[src/rtl/clk_div_prog.sv]
// rtl/clk_div_prog.sv - multi-channel programmable clock divider with double-buffered divisors
// Defining CLK_DIV_TICK_EN adds the per-channel o_tick period strobe.
module clk_div_prog #(
  parameter int          NCH       = 4,
  parameter int          WIDTH     = 26,
  parameter int unsigned RESET_DIV = 50000000
) (
  input  logic                 clk,
  input  logic                 rst_n,
  input  logic [NCH-1:0]       i_en,
  input  logic [NCH-1:0]       i_mode,
  input  logic [NCH-1:0]       i_load,
  input  logic [NCH*WIDTH-1:0] i_div,
  output logic [NCH-1:0]       o_clk,
  output logic [NCH-1:0]       o_busy
`ifdef CLK_DIV_TICK_EN
  ,
  output logic [NCH-1:0]       o_tick
`endif
);

  localparam logic [WIDTH-1:0] RESET_D = WIDTH'(RESET_DIV);
  localparam logic [WIDTH-1:0] ONE     = WIDTH'(1);
  localparam logic [WIDTH-1:0] TWO     = WIDTH'(2);

  for (genvar k = 0; k < NCH; k++) begin : g_ch
    logic [WIDTH-1:0] cnt_q, cnt_d;
    logic [WIDTH-1:0] div_q, div_d;
    logic [WIDTH-1:0] pend_q, pend_d;
    logic             busy_q, busy_d;
    logic             clk_q, clk_d;
    logic [WIDTH-1:0] div_in;
    logic [WIDTH-1:0] last_cnt;
    logic             run;
    logic             wrap;
    logic             apply;

    assign div_in   = i_div[k*WIDTH +: WIDTH];
    assign last_cnt = div_q - ONE;
    assign run      = i_en[k] && (div_q >= TWO);
    assign wrap     = run && (cnt_q == last_cnt);
    // A pending divisor lands only on a period boundary, or at once when the channel is idle.
    assign apply    = busy_q && (wrap || !run);

    always_comb begin
      cnt_d  = cnt_q;
      div_d  = div_q;
      pend_d = pend_q;
      busy_d = busy_q;
      clk_d  = 1'b0;

      if (!run || wrap) begin
        cnt_d = '0;
      end else begin
        cnt_d = cnt_q + ONE;
      end

      if (apply) begin
        div_d  = pend_q;
        cnt_d  = '0;
        busy_d = 1'b0;
      end

      // A load on the apply edge refills the buffer after the old value has moved to div_q.
      if (i_load[k]) begin
        pend_d = div_in;
        busy_d = 1'b1;
      end

      if (run) begin
        clk_d = i_mode[k] ? wrap : (cnt_q >= (div_q >> 1));
      end
    end

    always_ff @(posedge clk or negedge rst_n) begin
      if (!rst_n) begin
        cnt_q  <= '0;
        div_q  <= RESET_D;
        pend_q <= '0;
        busy_q <= 1'b0;
        clk_q  <= 1'b0;
      end else begin
        cnt_q  <= cnt_d;
        div_q  <= div_d;
        pend_q <= pend_d;
        busy_q <= busy_d;
        clk_q  <= clk_d;
      end
    end

    assign o_clk[k]  = clk_q;
    assign o_busy[k] = busy_q;

`ifdef CLK_DIV_TICK_EN
    logic tick_q;

    always_ff @(posedge clk or negedge rst_n) begin
      if (!rst_n) begin
        tick_q <= 1'b0;
      end else begin
        tick_q <= wrap;
      end
    end

    assign o_tick[k] = tick_q;
`endif
  end

endmodule

[config.mk]
export PLATFORM = sky130hd
export DESIGN_NAME = clk_div_prog
export DESIGN_NICKNAME = d
export VERILOG_FILES = /design/src/rtl/clk_div_prog.sv
export SDC_FILE = /design/constraint.sdc
export NUM_CORES = 1
export LEC_CHECK = 0
export BUFFER_PORTS_ARGS = -buffer_cell sky130_fd_sc_hd__buf_2
export CAP_MARGIN = 20
export CORE_ASPECT_RATIO = 1.1
export CORE_MARGIN = 2
export CORE_UTILIZATION = 50
export DETAILED_ROUTE_END_ITERATION = 6
export GPL_ROUTABILITY_DRIVEN = 0
export GPL_TIMING_DRIVEN = 0
export PLACE_DENSITY = 0.74
export SYNTH_ARGS = -nofsm -noshare
export SYNTH_HDL_FRONTEND = slang
export SYNTH_SLANG_ARGS = --single-unit
[constraint.sdc]
create_clock -name clk -period 8.7 [get_ports clk]
set_input_delay 1.305 -clock clk [delete_from_list [all_inputs] [get_ports clk]]
set_output_delay 1.305 -clock clk [all_outputs]
set_load 0.02 [all_outputs]
==> metrics.md <==
| Metric | Value |
|---|---|
| Routed WL | 53500 um |
| CTS sink count | 320 |
| Worst-case reg-to-reg path depth | 12 |
| Final worst-path cycle share | 48.8% |
| Crit-path max FO | 10 |
| Total Nets Final | 2610 |
| Skew final | 14.9 ps |
| Synthesized flop and latch total | 320 |
| Wire per inst | 18.0 um |
| Final setup fails | 0 |
| Hold Buf Count CTS | 0 |
| Remaining Overflow, GRT | 0 |
| Cells along the critical path | inv_1 > ha_1 > clkbuf_1 > nor4b_1 > nand2_1 > a2111oi_2 > a211oi_1 > a2111oi_0 > nand3_1 > nor2_2 > buf_2 > o21bai_1 |
| DRC | 0 |
| Slew margin rel. | 26.7% |
| Post-synth top flop | dfrtp_1 |
| Pre-CTS setup slack | 4580 ps |
| HPWL Detailed | 40500 um |
| Clock-pin slew on the worst setup and hold paths | 60 ps |
| Slew Viols, Final | 0 |
| Worst Path Arrival | 4670 ps |
| Yosys top cell by area | dfrtp_1 |
| Ys async rst share | 100% |
| Reg2Reg Launch Point | g_ch[3].div_q[0] |
| Most frequent cells in the layout | dfrtp_1, nand2_1, inv_1, nor3_1, buf_2 |
| RSZ-0062 raised after global routing | false |
| Total setup buffers inserted after CTS | 0 |
| Top-area cell type share of the netlist area | 32.7% |
| Worst setup startpoint | g_ch[3].div_q[0] |
| Floorplan die height | 218 um |
| Reg2reg end | g_ch[3].busy_q |
| Startpoint types | register |
| Largest net degree at the start of global routing | 106 |
| Layout area overhead | 12.5% |
| Worst path max stage delay | 470 ps |
| Initial core utilization | 50.6% |
| Vias in the first global route | 17800 |
| Via/cell ratio | 5.96 |
| Synth Instances | 2218 |
| Hold WC Path Type | reg2reg |
| 1st-iter DRT viols | 1330 |
| Ranking of synthesized cells by area | dfrtp_1, ha_1, dfstp_2 |
| 1st-pass router iterations | 6 |
| Initial antenna violation count | 1 |
| CP Class | reg2reg |
| Worst-margin pin slew | 1090 ps |
| Delay-heaviest family, CP | simple AND/OR/NAND/NOR gates |
| CTS buffer count | 35 |
| Max Freq | 0.235 GHz |
| Core box area | 0.0411 mm2 |
| Commonest non-fill, non-tap cell in the layout | dfrtp_1 |
| Required @ worst endpoint | 9120 ps |
| Die footprint | 0.0432 mm2 |
| Leakage | 10.3 nW |
| H-tree levels | 2 |
| Count of flip-flops with a built-in enable after synthesis | 0 |
| Post-route ant nets | 0 |
| CP max stage cell | nor4b_1 |
| Seq/Total Area, Yosys | 38.8% |
| Row count | 78 |
| Post-synth cell types | 82 |
| R2R setup slack | 4450 ps |
| Critical path capture point | g_ch[3].busy_q |
| Worst skew pair latency | 560 ps |
| Peak supply drop | 0.204 mV |
| CTS tree | built |
| Status | completed |
| Diodes inserted | 0 |
| I/O Buffers | 121 |
| Num ports | 126 |
| Synth warnings | 0 |
| CTS root buffer | clkbuf_16 |
| Syn_nets | 2448 |
| Sum Neg Setup Slack | 0 ps |
| Cell area power density | 181 mW/mm2 |
| GR Util All Layers | 25.2% |
| PnR worst setup slack | 4450 ps |
| Worst path depth | 12 |
| Vias | 17700 |
| First-pass GRT wire length | 88900 um |
| Share of post-route cells with drive strength above 1 | 16.2% |
| Final min period | 4250 ps |
| Maximum buffer depth of the clock tree | 3 |
| Hold Vio Cnt, Final | 0 |
| Crit path buffers/inverters | 3 |
| Max Cap Violations | 0 |
| Nature of the critical path endpoint | register |
| Resize count post-CTS | 0 |
| Avg Inst Size Synth | 9.37 um2 |
| Post-Syn Area | 0.0208 mm2 |
| Die X | 198 um |
## report_power, final
part           switching, mW  leakage [nW]  internal [mW]  total (mW)
registers              0.147          3.90           1.66        1.80
logic                  0.524          5.84          0.383       0.908
clock network          0.630         0.564          0.888        1.52
## routing by layer
| metal | part of all wire (%) | global-route usage [%] | vias to the layer above | wire length, um |
|---|---|---|---|---|
| li1 | - | - | 8334 | - |
| met1 | 42 | 32.0 | 8596 | 22600 |
| met2 | 49 | 43.0 | 590 | 26100 |
| met3 | 5.2 | 3.76 | 148 | 2800 |
| met4 | 3.7 | 10.5 | 2 | 1960 |
| met5 | 0.024 | 0 | - | 13 |
## sequential cells by signal, summed over array words and instances, names as in the netlist
| signal | count |
|---|---|
| g_ch.cnt_q | 104 |
| g_ch.pend_q | 104 |
| g_ch.div_q | 104 |
| g_ch.clk_q | 4 |
| g_ch.busy_q | 4 |
## how the worst min path moves through the flow
stage / startpoint / to / slack [ps] / cells after the start
2_1_floorplan: g_ch[0].pend_q[12] / g_ch[0].div_q[12] / 460 / 2
3_3_place_gp: g_ch[0].pend_q[25] / g_ch[0].div_q[25] / 470 / 2
3_5_place_dp: g_ch[0].pend_q[14] / g_ch[0].div_q[14] / 480 / 2
4_1_cts: g_ch[0].pend_q[14] / g_ch[0].div_q[14] / 490 / 2
5_1_grt: g_ch[0].pend_q[7] / g_ch[0].div_q[7] / 510 / 2
6_report: g_ch[0].pend_q[14] / g_ch[0].div_q[14] / 490 / 2
## through the flow
stage / hold slack [ps] / util [%] / power (mW) / std cells / area, um2
6_report: 492 / 56.9 / 4.23 / 2967 / 23400
5_1_grt: 508 / 56.9 / 4.45 / 2967 / 23400
3_5_place_dp: 476 / 54.0 / 2.72 / 2903 / 22200
4_1_cts: 485 / 56.9 / 4.25 / 2967 / 23400
2_1_floorplan: 455 / - / 2.44 / 2218 / 20800
3_3_place_gp: 472 / 53.8 / 2.67 / 2899 / 22100
## synth_stat cells, types with 19 or more instances
master      n
a21o_1     21
a21oi_1    46
a311o_1    25
a31oi_1    34
and3_1     23
clkbuf_1  103
dfrtp_1   272
dfstp_2    48
ha_1      112
inv_1     148
mux2_2     85
mux2_4     21
mux2i_1    30
nand2_1   165
nand3_1   103
nand4_1    62
nor2_1    110
nor3_1    141
nor4_1     28
o21ai_0    68
o221ai_1   28
o22ai_1    28
o311ai_0   23
or3_1      23
or4_1      19
xnor2_1   117
xor2_1    113
## tightest hold or removal path, delay by kind of cell (launching register included)
family,cells,cell delay (ps)
muxes,1,70
buffers and inverters,1,60
DFF,1,350
## final cells by class
class | count | area, um2
Fill cell | 3646 | 17700
Multi-Input combinational cell | 1603 | 11500
Sequential cell | 320 | 8070
Clock buffer | 51 | 1030
Timing Repair Buffer | 125 | 706
Tap cell | 560 | 701
Buffer | 147 | 642
Inverter | 148 | 556
Clock inverter | 13 | 151
## cell families after synthesis
group / after synthesis / synth area share, %
buffers and inverters: 295 / 5.76
XOR/XNOR: 230 / 9.69
flip-flops: 320 / 38.8
AND/OR/NAND/NOR: 762 / 18.9
AO/OA/AOI/OAI: 363 / 12.5
multiplexers: 136 / 7.57
adder cells (fa/ha/maj): 112 / 6.74
No activity file was read; power rests on OpenSTA's default activity.
